## src/rtl/lsu_pkg.sv

```systemverilog
// Shared widths and FSM state encoding for the load/store unit.
package lsu_pkg;

  localparam int unsigned ADDR_W = 8;
  localparam int unsigned DATA_W = 8;

  // VERIFY is only reachable when LSU_READBACK_EN is defined
  typedef enum logic [2:0] {
    IDLE   = 3'd0,
    READ   = 3'd1,
    WRITE  = 3'd2,
    VERIFY = 3'd3,
    RESP   = 3'd4
  } lsu_state_t;

endpackage

```

## src/rtl/load_store_unit.sv

```systemverilog
// Initiator side of the data-memory interface: one load/store per handshake,
// registered Address/WriteData/writeEnable, one-cycle response pulse.
// Optional feature macro: LSU_READBACK_EN adds a VERIFY readback after each
// store and the rsp_err port.
module load_store_unit
  import lsu_pkg::*;
#(
  parameter int unsigned ADDR_W = lsu_pkg::ADDR_W,
  parameter int unsigned DATA_W = lsu_pkg::DATA_W
) (
  input  logic              clk,
  input  logic              reset,
  input  logic              req_valid,
  output logic              req_ready,
  input  logic              req_write,
  input  logic [ADDR_W-1:0] req_addr,
  input  logic [DATA_W-1:0] req_wdata,
  output logic              rsp_valid,
  output logic [DATA_W-1:0] rsp_rdata,
`ifdef LSU_READBACK_EN
  output logic              rsp_err,
`endif
  output logic [ADDR_W-1:0] Address,
  output logic [DATA_W-1:0] WriteData,
  output logic              writeEnable,
  input  logic [DATA_W-1:0] Data
);

  lsu_state_t state;
  lsu_state_t state_next;
  logic       accept;

  // Ready is gated by reset so a request coinciding with reset is never taken
  assign req_ready = (state == IDLE) && !reset;
  assign accept    = req_valid && req_ready;

  // Next-state decode
  always_comb begin
    state_next = state;
    unique case (state)
      IDLE:    if (accept) state_next = req_write ? WRITE : READ;
      READ:    state_next = RESP;
`ifdef LSU_READBACK_EN
      WRITE:   state_next = VERIFY;
`else
      WRITE:   state_next = RESP;
`endif
      VERIFY:  state_next = RESP;
      RESP:    state_next = IDLE;
      default: state_next = IDLE;
    endcase
  end

  // State register
  always_ff @(posedge clk) begin
    if (reset) state <= IDLE;
    else       state <= state_next;
  end

  // Memory-port and response registers, decoded from the upcoming state
  always_ff @(posedge clk) begin
    if (reset) begin
      Address     <= '0;
      WriteData   <= '0;
      writeEnable <= 1'b0;
      rsp_valid   <= 1'b0;
      rsp_rdata   <= '0;
`ifdef LSU_READBACK_EN
      rsp_err     <= 1'b0;
`endif
    end else begin
      writeEnable <= (state_next == WRITE);
      rsp_valid   <= (state_next == RESP);
      if (accept) begin
        Address <= req_addr;
        if (req_write) WriteData <= req_wdata;
      end
      if (state == READ) rsp_rdata <= Data;
`ifdef LSU_READBACK_EN
      if (state == VERIFY) begin
        rsp_rdata <= Data;
        rsp_err   <= (Data != WriteData);
      end
`endif
    end
  end

endmodule

```

## config.mk

```make
export PLATFORM = sky130hd
export DESIGN_NAME = load_store_unit
export DESIGN_NICKNAME = d
export VERILOG_FILES = /design/src/rtl/lsu_pkg.sv /design/src/rtl/load_store_unit.sv
export SDC_FILE = /design/constraint.sdc
export NUM_CORES = 1
export LEC_CHECK = 0
export ABC_AREA = 1
export CORE_ASPECT_RATIO = 0.9
export CORE_MARGIN = 2
export CORE_UTILIZATION = 25
export CTS_CLUSTER_DIAMETER = 200
export DETAILED_ROUTE_END_ITERATION = 6
export SLEW_MARGIN = 10
export SYNTH_ARGS = -nofsm -noshare
export SYNTH_HDL_FRONTEND = slang
export SYNTH_SLANG_ARGS = --single-unit
```

## constraint.sdc

```tcl
create_clock -name clk -period 1.15 [get_ports clk]
set_input_delay 0.23 -clock clk [delete_from_list [all_inputs] [get_ports clk]]
set_output_delay 0.23 -clock clk [all_outputs]
set_load 0.01 [all_outputs]
```

==> results.md <==
- Reg2Reg Depth: 7
- Htree depth: 2
- Initial Utilization: a little over a quarter
- Least-Margin Pin Slew: ~0.43 ns
- CTS tree: built
- PnR worst setup slack: -0.1189 ns
- Mapped Avg Cell Area: 7.731 um^2
- Vias/cell: between 3 and 4
- Startpoint Class: flop
- Die X: 76.03 um
- CTS sink cnt: 29
- DRT iter0 DRCs: 16
- Mapped Area: ~1200 um^2
- RSZ-0062 raised after global routing: true
- WHS: roughly 0.40 ns
- DPL Wire Length: between 1500 and 2000 um
- Worst min-delay path category: primary input to flop
- P&R area growth vs syn: 75.78%
- Total GRT Usage: 12.08%
- Post-synthesis mux area share: 0%
- Antenna-violating nets left: 0
- Reg-to-Reg End: state[0]
- Critical path peak fanout: 2
- Hold endpoint: state[2]
- Finished Layout Cells: around 290
- GR Overflow Total: 0
- Simple-Gate Fraction of Synth Area: 29.90%
- Skew-Pair Late Insertion Delay: 0.27 ns
- Sequential area share after synthesis: between 40% and 50%
- Syn nets: between 150 and 200
- Via count: 1098
- Diodes inserted: 0
- Fmax: about 0.79 GHz
- Crit Reg-Reg Startpoint: state[2]
- Largest family of logic cells by synthesized area: simple AND/OR/NAND/NOR gates
- Layout cells sized above 1: 21.68%
- Fill cells: between 400 and 500
- Max_slew headroom: 71.32%
- Crit path time final: 1.269 ns
- Synth Area in Adders: 0%
- DRC errors left: 0
- Worst VDD drop: 0.6011 mV
- DP Area: roughly 1800 um^2
- Vias in the first global route: 1043
- Final hold violation count: 0
- Max-cap violations: 0
- Post-layout net count: 253
- Drt wl/cell: 10.08 um
- Final core utilization: 46.00%
- Hold Crit Start: reset
- Critical path type: flop to primary output
- CP Data Required Time: 0.92 ns
- Seq cells post-synth: 29
- Multi-input logic area: 491.7 um^2
- Post-synthesis compound-gate area fraction: 6.860%
- Xor/xnor share of the synthesized area: 0%
- Final Setup Violations: 16
- Row cnt: 23
- Yosys warnings: 0
- Pwr Total: 2.374 mW
- TritonCTS Buffers: 5
- WP data arrival: roughly 1.0 ns
- Global-route wire length before repair: between 4000 and 5000 um
- Core area: 4461 um^2
- Final worst-path cycle share: 110.3%
- Yosys cell types: 17
- Largest net degree at the start of global routing: 17
- Cells after DPL: 270
- Antenna violations before repair: 0
- Failing checks: negative setup slack
- Placer congestion estimate: 0.6670
- Final instance area: ~2100 um^2
- Mapped Cells: ~150
- Hold path cells: 3
- Register Area: about 580 um^2
- Worst-path clk slew: 0.07 ns
- Clock Tree Buf Depth: 2
- Total detailed-routing wirelength: ~2900 um
- Leakage: 0.9913 nW
- CTS root buffer: clkbuf_8
- IO Port Bufs: between 50 and 60
- Clk_skew: 0.005758 ns
- Die ar.: 5233 um^2
- Power per cell area: 1157 nW/um^2
- # IOs: 55
- Status: finished with violations
- Commonest cells after routing, fill and taps aside: nor2_1, inv_1, dfxtp_1
- R2R setup slack: -0.09 ns
- Max-slew violation count: 0
- DRT Pass-1 Iters: 5
- Chip Height: a little under 70 um
- CP endpoint kind: primary output
[how the worst max path moves through the flow]
stage                   from      endpoint  slack, ns  cells after the start
floorplan           state[0]  WriteData[1]       0.07                      5
global placement       reset     req_ready      -0.46                      3
detailed placement     reset     req_ready      -0.54                      3
CTS                 state[2]     req_ready      -0.15                      2
global route        state[2]    Address[1]      -0.19                      8
finish              state[2]     req_ready      -0.12                      2
[cell usage after synthesis, drive strengths merged]
cell type	instances	share of area, %
nand2	32	11
nor4	1	0.54
nand4	1	1.8
nand3b	1	1.7
dfxtp	29	50
buf	4	3.3
inv	28	9.0
nor3	2	0.86
o21ai	8	3.4
a21oi	8	3.4
clkbuf	1	1.2
nand3	1	1.5
nor2	35	13
[flip-flops by register name, summed over array words and instances (netlist names)]
register     flops
Address          8
WriteData        8
rsp_rdata        8
rsp_valid        1
state            3
writeEnable      1
[worst max-delay path, stage by stage, from the launching register on]
cell     delay, ns
dfxtp_2       0.32
nor4_1        0.26
buf_2         0.18
[per-stage QoR]
| step | TNS (ns) | worst slack, ns |
|---|---|---|
| 2_1_floorplan | 0 | 0.07453 |
| 3_3_place_gp | -7.999 | -0.4599 |
| 3_5_place_dp | -8.202 | -0.5356 |
| 4_1_cts | -1.076 | -0.1461 |
| 5_1_grt | -2.309 | -0.1924 |
| 6_report | -0.7735 | -0.1189 |
[what timing repair did]
action	CTS	global route
resized for setup	41	30
hold buffers	0	0
gates cloned	3	0
endpoints found under the setup margin	43	31
buffers inserted	8	1
pin swaps	6	10
[final cells by class]
cell class / instances / area share, %
repair buffers: 70 / 34.45
flip-flops and latches: 29 / 28.48
multi-input cells: 91 / 23.96
inverters: 28 / 5.122
well taps: 62 / 3.780
clock buffers: 5 / 3.354
clock inverters: 3 / 0.8537
[kinds of logic (layout without fill, tap and decap cells)]
| family | Yosys count | in the layout |
|---|---|---|
| AND/OR/NAND/NOR | 73 | 75 |
| buffers and inverters | 33 | 106 |
| flip-flops | 29 | 29 |
| AO/OA/AOI/OAI | 16 | 16 |
[routing by layer]
metal	global-route usage [%]	part of all wire, %
met5	0	0
met4	5.682	0.65
met1	14.02	47
met2	20.31	46
met3	4.557	6.4
[power by group]
part / internal [mW] / switching, mW / leakage [nW]
clock network: 0.416 / 0.386 / 0.0439
registers: 1.06 / 0.0257 / 0.238
logic: 0.267 / 0.214 / 0.709
total: 1.75 / 0.626 / 0.991
No activity file was read; power rests on OpenSTA's default activity.
